--- src/rtl/booth_pkg.sv ---
`timescale 1ns/1ps
// ---------------------------------------------------------------------------
// booth_pkg
//
// Definitions shared by step_counter and anything that instantiates it:
//   - DefaultWidth / DefaultSteps : default counter width and run length
//   - step_state_e                : run-control state encoding
// ---------------------------------------------------------------------------
package booth_pkg;

    // Default geometry: a 5-bit counter walking 16 steps per run.
    localparam int DefaultWidth = 5;
    localparam int DefaultSteps = 16;

    // IDLE waits for start, RUN walks the count, DONE is the one-cycle
    // completion state that drives the done pulse.
    typedef enum logic [1:0] {
        IDLE = 2'd0,
        RUN  = 2'd1,
        DONE = 2'd2
    } step_state_e;

endpackage

--- src/rtl/step_counter.sv ---
`timescale 1ns/1ps
// ---------------------------------------------------------------------------
// step_counter
//
// Walks an index through Steps positions, one position per en_PP pulse,
// either upward (0 .. Steps-1) or downward (Steps-1 .. 0), and signals
// completion with a single-cycle done pulse.
//
// Parameters
//   Width : bit width of the step index
//   Steps : positions per run, legal range 1 .. 2**Width
//
// Ports
//   clk    in   sole clock, all state changes on the rising edge
//   reset  in   asynchronous active-high reset
//   start  in   begin or restart a run (dir is sampled with it)
//   abort  in   terminate a run without completion; wins over start
//   dir    in   0 = count up, 1 = count down
//   en_PP  in   advance one step while running
//   out    out  current step index
//   busy   out  high while a run is in progress
//   last   out  high while busy and out sits at the terminal value
//   done   out  single-cycle completion pulse
// ---------------------------------------------------------------------------
module step_counter
    import booth_pkg::*;
#(
    parameter int Width = DefaultWidth,
    parameter int Steps = DefaultSteps
) (
    input  logic             clk,
    input  logic             reset,
    input  logic             start,
    input  logic             abort,
    input  logic             dir,
    input  logic             en_PP,
    output logic [Width-1:0] out,
    output logic             busy,
    output logic             last,
    output logic             done
);

    // Reject illegal geometry while elaborating rather than building a
    // counter whose terminal value cannot be represented.
    if (Width < 1 || Steps < 1 || Steps > (1 << Width)) begin : g_param_check
        $error("step_counter: Steps must lie in 1 .. 2**Width");
    end

    // Terminal value of an upward run; the downward terminal is zero.
    localparam logic [Width-1:0] TermUp  = Width'(Steps - 1);
    localparam logic [Width-1:0] StepOne = Width'(1);

    step_state_e      state;
    logic [Width-1:0] count;
    logic             dir_q;

    logic [Width-1:0] term_value;
    logic             at_term;

    // The terminal comparison is taken against the registered count, so the
    // step that would overflow or underflow is never taken: reaching the
    // terminal value finishes the run instead of advancing.
    assign term_value = dir_q ? '0 : TermUp;
    assign at_term    = (count == term_value);

    // Every output is decoded purely from registered state, so no input can
    // reach an output within the same cycle.
    assign out  = count;
    assign busy = (state == RUN);
    assign last = (state == RUN) && at_term;
    assign done = (state == DONE);

    // Run control and counter. Priority is reset, then abort, then start,
    // then the normal per-state behaviour. start is accepted in every state,
    // which gives restart-in-RUN and restart-from-DONE for free; en_PP in the
    // start cycle is deliberately ignored because the reload takes priority.
    always_ff @(posedge clk or posedge reset) begin
        if (reset) begin
            state <= IDLE;
            count <= '0;
            dir_q <= 1'b0;
        end else if (abort) begin
            state <= IDLE;
            count <= '0;
        end else if (start) begin
            state <= RUN;
            count <= dir ? TermUp : '0;
            dir_q <= dir;
        end else begin
            case (state)
                IDLE: begin
                    state <= IDLE;
                end
                RUN: begin
                    if (en_PP) begin
                        if (at_term) begin
                            state <= DONE;
                        end else if (dir_q) begin
                            count <= count - StepOne;
                        end else begin
                            count <= count + StepOne;
                        end
                    end
                end
                DONE: begin
                    state <= IDLE;
                end
                default: begin
                    state <= IDLE;
                end
            endcase
        end
    end

endmodule

--- config.mk ---
export PLATFORM = sky130hd
export DESIGN_NAME = step_counter
export DESIGN_NICKNAME = d
export VERILOG_FILES = /design/src/rtl/booth_pkg.sv /design/src/rtl/step_counter.sv
export SDC_FILE = /design/constraint.sdc
export NUM_CORES = 1
export LEC_CHECK = 0
export CORE_AREA = 2 2 39 41
export CTS_CLUSTER_DIAMETER = 50
export DETAILED_ROUTE_END_ITERATION = 8
export DIE_AREA = 0 0 41 43
export PLACE_DENSITY = 0.72
export REMOVE_ABC_BUFFERS = 1
export SLEW_MARGIN = 30
export SYNTH_ARGS = -nofsm -noshare
export SYNTH_HDL_FRONTEND = slang
export SYNTH_SLANG_ARGS = --single-unit
--- constraint.sdc ---
create_clock -name clk -period 3.6 [get_ports clk]
set_input_delay 0.72 -clock clk [delete_from_list [all_inputs] [get_ports clk]]
set_output_delay 0.72 -clock clk [all_outputs]
set_load 0.005 [all_outputs]
==> results_dict.tcl, run 1 <==
set metrics [dict create \
    tightest_slew_ns 0.429 \
    area.growth.synth_to_final_pct 29.8 \
    worst_ir_drop_vdd_mv 0.174 \
    diodes 0 \
    cts.htree.levels 1 \
    dp_hpwl_um 958 \
    placed_area_um2 729 \
    grt_pass1_vias 484 \
    path_buf_inv 1 \
    crit_path_top_delay_cell "clkdlybuf4s50_1" \
    drtIter0Drc 15 \
    groute.usage.overall_pct 17.7 \
    fin_area_um2 752 \
    cts_hold_buf 0 \
    die_x_um 41 \
    syn_avg_cell_area_um2 9.50 \
    drt-total-wl_um 1270 \
    routed_via_density 5.47 \
    synth_cells 61 \
    timing.final.crit_share_pct 78.8 \
    clockBufferDepth 2 \
    cp-start-kind "flip-flop" \
    outcome "finished clean" \
    synth.mux.area_fraction_pct 0 \
    pre_cts_slack_ns 1.06 \
    cts_resized 0 \
    r2r_start "dir_q$_DFFE_PP0P_" \
    r2r_cells 6 \
    initial_utilization_pct 41.9 \
    dieArea_um2 1760 \
    ant_nets 0 \
    required_ns 2.88 \
    cts_root_buf "clkbuf_4" \
    slew_violations 0 \
    ios 14 \
    cp.arrival_ns 2.12 \
    rsz0062_at_grt "false" \
    finish.utilization_pct 54.3 \
    yosysWarnings 0 \
    clock-sinks 8 \
    cap_violations 0 \
    hold_violations 0 \
    min_period_ns 2.84 \
    drive_gt1_share_pct 7.79 \
    r2r_end "out[4]$_DFFE_PP0P_" \
    drc 0 \
    grt_max_degree 10 \
    powerDensity_nw_per_um2 339 \
    yosysUniqueCellTypes 30 \
    port_buffers 13 \
    cp.depth 4 \
    path_delay_family "buffers and inverters" \
    fin_ws_ns 0.765 \
    antenna_found_initial 0 \
    post_drt_wl_per_cell_um 13.6 \
    final_common_cell "clkdlybuf4s50_1" \
    cp_cell_sequence "ha_1, and4b_4, and3_1, clkdlybuf4s50_1" \
    synthXorXnorAreaFrac_pct 7.34 \
    overflow 0 \
    first_pass_iters 4 \
    leakage_nw 0.337 \
    vias 509 \
    layout.nets 89 \
    numCtsBuffers 3 \
    cts_tree "done" \
    gp_congestion 0.873 \
    timing.critical_path.to "last" \
    fin_skew_ns 0.00883 \
    synth_compound_area_share_pct 18.4 \
    die_h_um 43 \
    setup_viol 0 \
    post_cts_buffers 0 \
    syn-cell-area_um2 579 \
    layout_common_cells "clkdlybuf4s50_1 (13), dfrtp_1 (8), inv_1 (6), nor2_1 (6)" \
    timing.critical_path.from "dir_q$_DFFE_PP0P_" \
    synthAdderAreaFrac_pct 9.94 \
    rows 14 \
    clk_latency_ns 0.27 \
    clk_pin_slew_ns 0.05 \
    yosys.area_share.simple_pct 25.9 \
    seq_area_frac_synth_pct 34.6 \
    critPathCaptureType "output port" \
    final.setup.tns_ns 0 \
    core_um2 1380 \
    max_freq_mhz 353 \
    crit_fanout 9 \
    max_stage_delay_ns 0.50 \
    ys_ff_latch 8 \
    grt_pass1_wl_um 2010 \
    synth_top_family_by_area "simple AND/OR/NAND/NOR gates" \
    critPathKind "flip-flop to output port" \
    r2r_slack_ns 1.64 \
    slew_headroom_pct 71.3 \
    hold_class "flip-flop to flip-flop" \
]
[sequential cells by signal (all words and copies together) (netlist names)]
name / count
dir_q: 1
state: 2
out: 5
[synthesized netlist by cell type]
cell type / n / area, um^2
a31oi_1: 1 / 6.26
a311oi_1: 1 / 8.76
inv_1: 6 / 22.5
and3_1: 3 / 18.8
a21boi_1: 1 / 7.51
nand2b_1: 1 / 6.26
o311a_1: 1 / 10.0
nand3b_1: 2 / 15.0
a21oi_1: 3 / 15.0
xnor2_1: 1 / 8.76
nand4_1: 1 / 6.26
nand4b_1: 1 / 8.76
and4b_4: 1 / 13.8
ha_1: 3 / 37.5
or3_1: 1 / 6.26
o31ai_1: 1 / 7.51
nand2_1: 2 / 7.51
xor2_1: 2 / 17.5
a211oi_1: 1 / 7.51
nand4bb_1: 1 / 11.3
nor2b_1: 3 / 18.8
xor2_2: 1 / 16.3
a21oi_4: 1 / 16.3
o21ai_0: 1 / 5.00
nor2_1: 6 / 22.5
dfrtp_1: 8 / 200
o211ai_1: 1 / 7.51
a21o_1: 2 / 15.0
fa_1: 1 / 20.0
nand3_1: 3 / 15.0
[metal layers]
metal	track usage [%]	wire length (um)	share of wire [%]
met5	0	0	0
met4	8.00	27	2.1
met3	9.42	65	5.1
met2	24.4	615	48
met1	22.1	561	44
[kinds of logic (layout without fill, tap and decap cells)]
group,Yosys count,count (layout)
AND/OR/NAND/NOR,25,25
flip-flops,8,8
AO/OA/AOI/OAI,14,14
XOR/XNOR,4,4
buffers and inverters,6,22
adder cells (fa/ha/maj),4,4
[worst min path at each step]
stage          cells past startpoint          startpoint                 end  slack (ns)
6_report                           1  out[2]$_DFFE_PP0P_  out[2]$_DFFE_PP0P_        0.58
5_1_grt                            1  out[2]$_DFFE_PP0P_  out[2]$_DFFE_PP0P_        0.60
4_1_cts                            1  out[2]$_DFFE_PP0P_  out[2]$_DFFE_PP0P_        0.59
3_5_place_dp                       1  out[2]$_DFFE_PP0P_  out[2]$_DFFE_PP0P_        0.57
3_3_place_gp                       1  out[2]$_DFFE_PP0P_  out[2]$_DFFE_PP0P_        0.57
2_1_floorplan                      1               reset   dir_q$_DFFE_PP0P_        0.54
[worst register-to-register path, stage by stage (launching register included)]
cell and delay (ns):
dfrtp_1 0.52, inv_1 0.14, fa_1 0.43, nand2b_1 0.18, a21o_1 0.18, a311oi_1 0.27, nand3_1 0.12
[through the flow]
| stage | hold WS, ns | power, mW | cells |
|---|---|---|---|
| floorplan | 0.536 | 0.156 | 61 |
| CTS | 0.586 | 0.255 | 93 |
| finish | 0.579 | 0.255 | 93 |
| detailed placement | 0.572 | 0.185 | 90 |
| global placement | 0.568 | 0.182 | 90 |
| global route | 0.605 | 0.275 | 93 |
[layout make-up]
class	count	area (um^2)
fill	125	632
sequential	8	200
clock buffer	3	22.5
inverter	6	22.5
tap	16	20.0
multi-input combinational	47	357
timing repair buffer	13	130
[report_power, final]
| part | internal (mW) | switching (mW) |
|---|---|---|
| logic | 0.0384 | 0.0386 |
| clock network | 0.0383 | 0.0331 |
| registers | 0.0963 | 0.00991 |
| total | 0.173 | 0.0816 |
(Power assumes the default switching activity.)
==> run 2, diff against run 1 <==
--- a/config.mk
+++ b/config.mk
@@ -5,10 +5,10 @@
 export SDC_FILE = /design/constraint.sdc
 export NUM_CORES = 1
 export LEC_CHECK = 0
-export CORE_AREA = 2 2 39 41
+export CORE_MARGIN = 2
+export CORE_UTILIZATION = 42
 export CTS_CLUSTER_DIAMETER = 50
 export DETAILED_ROUTE_END_ITERATION = 8
-export DIE_AREA = 0 0 41 43
 export PLACE_DENSITY = 0.72
 export REMOVE_ABC_BUFFERS = 1
 export SLEW_MARGIN = 30
==> constraint.sdc (replaced) <==
create_clock -name clk -period 2.5 [get_ports clk]
set_input_delay 0.5 -clock clk [delete_from_list [all_inputs] [get_ports clk]]
set_output_delay 0.5 -clock clk [all_outputs]
set_load 0.005 [all_outputs]
==> results_dict.tcl, run 2 (synthesis gave the netlist of run 1 again) <==
set metrics [dict create \
    outcome "finished clean" \
    clockBufferDepth 2 \
    grt_pass1_vias 498 \
    ant_nets 0 \
    cts.htree.levels 1 \
    layout.nets 92 \
    fin_skew_ns 0.00422 \
    first_pass_iters 4 \
    powerDensity_nw_per_um2 479 \
    hold_violations 0 \
    max_freq_mhz 472 \
    crit_fanout 5 \
    layout_common_cells "clkdlybuf4s50_1 (12), dfrtp_1 (7), inv_1 (6), nor2_1 (6)" \
    hold_class "input port to asynchronous set/reset pin" \
    rsz0062_at_grt "false" \
    clk_latency_ns 0.26 \
    timing.final.crit_share_pct 84.8 \
    gp_congestion 0.899 \
    leakage_nw 0.367 \
    port_buffers 13 \
    slew_violations 0 \
    diodes 0 \
    cts_hold_buf 0 \
    slew_headroom_pct 78.2 \
    numCtsBuffers 3 \
    area.growth.synth_to_final_pct 40.6 \
    drive_gt1_share_pct 16.3 \
    groute.usage.overall_pct 18.9 \
    ios 14 \
    core_um2 1300 \
    cp-start-kind "flip-flop" \
    grt_max_degree 10 \
    final.setup.tns_ns 0 \
    critPathCaptureType "output port" \
    routed_via_density 5.46 \
    clock-sinks 8 \
    tightest_slew_ns 0.326 \
    overflow 0 \
    cp.arrival_ns 1.62 \
    cap_violations 0 \
    cts_root_buf "clkbuf_4" \
    drc 0 \
    grt_pass1_wl_um 2010 \
    required_ns 2.00 \
    dieArea_um2 1690 \
    cts_tree "done" \
    setup_viol 0 \
    largest_reg_flops 5 \
    final_common_cell "clkdlybuf4s50_1" \
    die_x_um 41.1 \
    clk_pin_slew_ns 0.06 \
    vias 519 \
    pre_cts_slack_ns 0.169 \
    min_period_ns 2.12 \
    drt-total-wl_um 1380 \
    nFillCells 128 \
    initial_utilization_pct 44.5 \
    antenna_found_initial 0 \
    critPathKind "flip-flop to output port" \
    worst_ir_drop_vdd_mv 0.350 \
    fin_ws_ns 0.379 \
    die_h_um 41.1 \
    dp_hpwl_um 950 \
    rows 13 \
    post_drt_wl_per_cell_um 14.5 \
    drtIter0Drc 6 \
]
-- run 2: cell type report --
type | instances | area, um^2 | area share [%]
multi-input combinational | 47 | 394 | 48.4
sequential | 8 | 201 | 24.7
tap | 15 | 18.8 | 2.30
clock buffer | 3 | 22.5 | 2.76
timing repair buffer | 16 | 155 | 19.0
inverter | 6 | 22.5 | 2.76
-- run 2: worst max-delay path, stage by stage (launching register included) --
cell and delay (ns):
dfrtp_2 0.47, ha_4 0.32, and4b_4 0.27, and3_1 0.17, dlymetal6s2s_1 0.13
-- run 2: worst paths after layout --
kind / from / end / slack (ns) / cells after the start
worst max-delay path: dir_q$_DFFE_PP0P_ / last / 0.38 / 4
worst min-delay path: reset / out[1]$_DFFE_PP0P_ / 0.50 / 2
worst max register to register: dir_q$_DFFE_PP0P_ / out[4]$_DFFE_PP0P_ / 0.57 / 7
worst min register to register: out[2]$_DFFE_PP0P_ / out[2]$_DFFE_PP0P_ / 0.62 / 1
max in group asynchronous: reset / dir_q$_DFFE_PP0P_ / 1.74 / 2
min in group clk: out[2]$_DFFE_PP0P_ / out[2]$_DFFE_PP0P_ / 0.62 / 1
-- run 2: per-layer routing --
layer,wire length [um],track usage [%]
met1,628,21.5
met2,682,33.2
met3,61,3.26
met4,8,9.68
met5,0,0
-- run 2: power by group --
group / switching, mW / total (mW) / internal (mW)
registers: 0.0162 / 0.155 / 0.139
logic: 0.0610 / 0.132 / 0.0705
clock network: 0.0484 / 0.104 / 0.0553
-- run 2: repair_timing --
| action | CTS | global route |
|---|---|---|
| pin swaps | 0 | 0 |
| buffers inserted | 2 | 0 |
| resized for setup | 3 | 2 |
| setup endpoints to repair | 1 | 1 |
-- run 2: stage by stage --
step           utilization, %  cells  area [um^2]  power (mW)  hold slack [ns]
2_1_floorplan               -     61          579       0.224            0.316
3_3_place_gp             56.5     90          736       0.264            0.557
3_5_place_dp             56.5     90          736       0.266            0.550
4_1_cts                  61.4     95          800       0.390            0.504
5_1_grt                  62.6     95          815       0.418            0.528
6_report                 62.6     95          815       0.390            0.497
==> run 3, diff against run 2 <==
--- a/config.mk
+++ b/config.mk
@@ -5,10 +5,10 @@
 export SDC_FILE = /design/constraint.sdc
 export NUM_CORES = 1
 export LEC_CHECK = 0
-export CORE_MARGIN = 2
-export CORE_UTILIZATION = 42
+export CORE_AREA = 2 2 39 41
 export CTS_CLUSTER_DIAMETER = 50
 export DETAILED_ROUTE_END_ITERATION = 8
+export DIE_AREA = 0 0 41 43
 export PLACE_DENSITY = 0.72
 export REMOVE_ABC_BUFFERS = 1
 export SLEW_MARGIN = 30
==> constraint.sdc (replaced) <==
create_clock -name clk -period 2 [get_ports clk]
set_input_delay 0.4 -clock clk [delete_from_list [all_inputs] [get_ports clk]]
set_output_delay 0.4 -clock clk [all_outputs]
set_load 0.005 [all_outputs]
==> results_dict.tcl, run 3 (synthesis gave the netlist of run 1 again) <==
set metrics [dict create \
    outcome "finished clean" \
    path_delay_family "flip-flops" \
    instances_no_fill 105 \
    largest_reg_flops 5 \
    final.setup.tns_ns 0 \
    core_um2 1380 \
    grt_pass1_vias 559 \
    power_mw 0.530 \
    first_pass_iters 4 \
    powerDensity_nw_per_um2 594 \
    grt_pass1_wl_um 2450 \
    cts.htree.levels 1 \
    dieArea_um2 1760 \
    area.growth.synth_to_final_pct 54.2 \
    slew_violations 0 \
    die_h_um 43 \
    fin_skew_ns 0.000761 \
    r2r_cells 7 \
    port_buffers 13 \
    grt_max_degree 10 \
    drc 0 \
    cap_violations 0 \
    diodes 0 \
    nFillCells 106 \
    crit_path_top_delay_cell "dfrtp_2" \
    placed_area_um2 797 \
    routed_via_density 5.47 \
    holdWs_ns 0.393 \
    critPathKind "flip-flop to output port" \
    r2r_start "dir_q$_DFFE_PP0P_" \
    clk_pin_slew_ns 0.06 \
    timing.final.crit_share_pct 97.4 \
    required_ns 1.60 \
    numCtsBuffers 3 \
    gp_congestion 0.824 \
    clockBufferDepth 2 \
    overflow 0 \
    rows 14 \
    path_buf_inv 1 \
    slew_headroom_pct 77.8 \
    cp_cell_sequence "ha_4, and4b_4, and3_4, buf_2" \
    cp.arrival_ns 1.55 \
    antenna_found_initial 0 \
    groute.usage.overall_pct 21.0 \
    worst_ir_drop_vdd_mv 0.389 \
    tightest_slew_ns 0.332 \
    placed_cells 99 \
    hold_class "input port to asynchronous set/reset pin" \
    min_period_ns 1.95 \
    vias 574 \
    ios 14 \
    crit_fanout 5 \
    r2r_end "out[4]$_DFFE_PP0P_" \
    cts_root_buf "clkbuf_4" \
    layout_common_cells "clkdlybuf4s50_1 (12), buf_4 (11), dfrtp_1 (7)" \
    max_freq_mhz 513 \
    critPathCaptureType "output port" \
    cts_hold_buf 0 \
    drt-total-wl_um 1560 \
    max_stage_delay_ns 0.48 \
    drive_gt1_share_pct 29.2 \
    cp-start-kind "flip-flop" \
    hold_violations 0 \
    cts_tree "done" \
    clock-sinks 8 \
    fin_area_um2 893 \
    die_x_um 41 \
    ant_nets 0 \
    rsz0062_at_grt "false" \
    layout.nets 101 \
    leakage_nw 0.397 \
    setup_viol 0 \
    initial_utilization_pct 41.9 \
    final_common_cell "clkdlybuf4s50_1" \
    dp_hpwl_um 1140 \
    drtIter0Drc 13 \
    post_drt_wl_per_cell_um 14.8 \
    clk_latency_ns 0.26 \
    r2r_slack_ns 0.14 \
]
## run 3: area by class of cell
class                   instances  area, um^2  share of cell area (%)
repair buffers                 25         219                    24.5
clock buffers                   3        22.5                    2.52
inverters                       6        22.5                    2.52
well taps                      16        20.0                    2.24
multi-input cells              47         408                    45.7
flip-flops and latches          8         201                    22.5
## run 3: worst max path at each step
stage	startpoint	to	slack (ns)	cells past startpoint
after floorplan	out[0]$_DFFE_PP0P_	out[4]$_DFFE_PP0P_	0.24	6
after global placement	dir_q$_DFFE_PP0P_	last	-0.007	4
after detailed placement	dir_q$_DFFE_PP0P_	last	-0.05	4
after CTS	dir_q$_DFFE_PP0P_	out[4]$_DFFE_PP0P_	0.04	7
after global routing	dir_q$_DFFE_PP0P_	last	0.01	4
final	dir_q$_DFFE_PP0P_	last	0.05	4
## run 3: what timing repair did
item                                    CTS  global route
buffers inserted                          2             1
endpoints found under the setup margin    1             1
resized for setup                         9             3
pin swaps                                 3             0
## run 3: per-stage QoR
| step | utilization (%) | setup slack, ns |
|---|---|---|
| 3_3_place_gp | 57.6 | -0.00652 |
| 3_5_place_dp | 57.6 | -0.0488 |
| 6_report | 64.6 | 0.0511 |
| 4_1_cts | 63.1 | 0.0364 |
| 5_1_grt | 64.6 | 0.0139 |
| 2_1_floorplan | - | 0.245 |
## run 3: report_power, final
group          internal [mW]  switching (mW)  total, mW
clock network         0.0690          0.0602      0.129
registers              0.174          0.0189      0.193
logic                  0.114          0.0948      0.209
## run 3: per-layer routing
| layer | vias to the layer above | track usage [%] | part of all wire [%] |
|---|---|---|---|
| met3 | 2 | 4.71 | 3.7 |
| met4 | 0 | 6.00 | 1.2 |
| li1 | 277 | - | - |
| met1 | 281 | 27.9 | 44 |
| met2 | 14 | 32.8 | 51 |
| met5 | - | 0 | 0 |
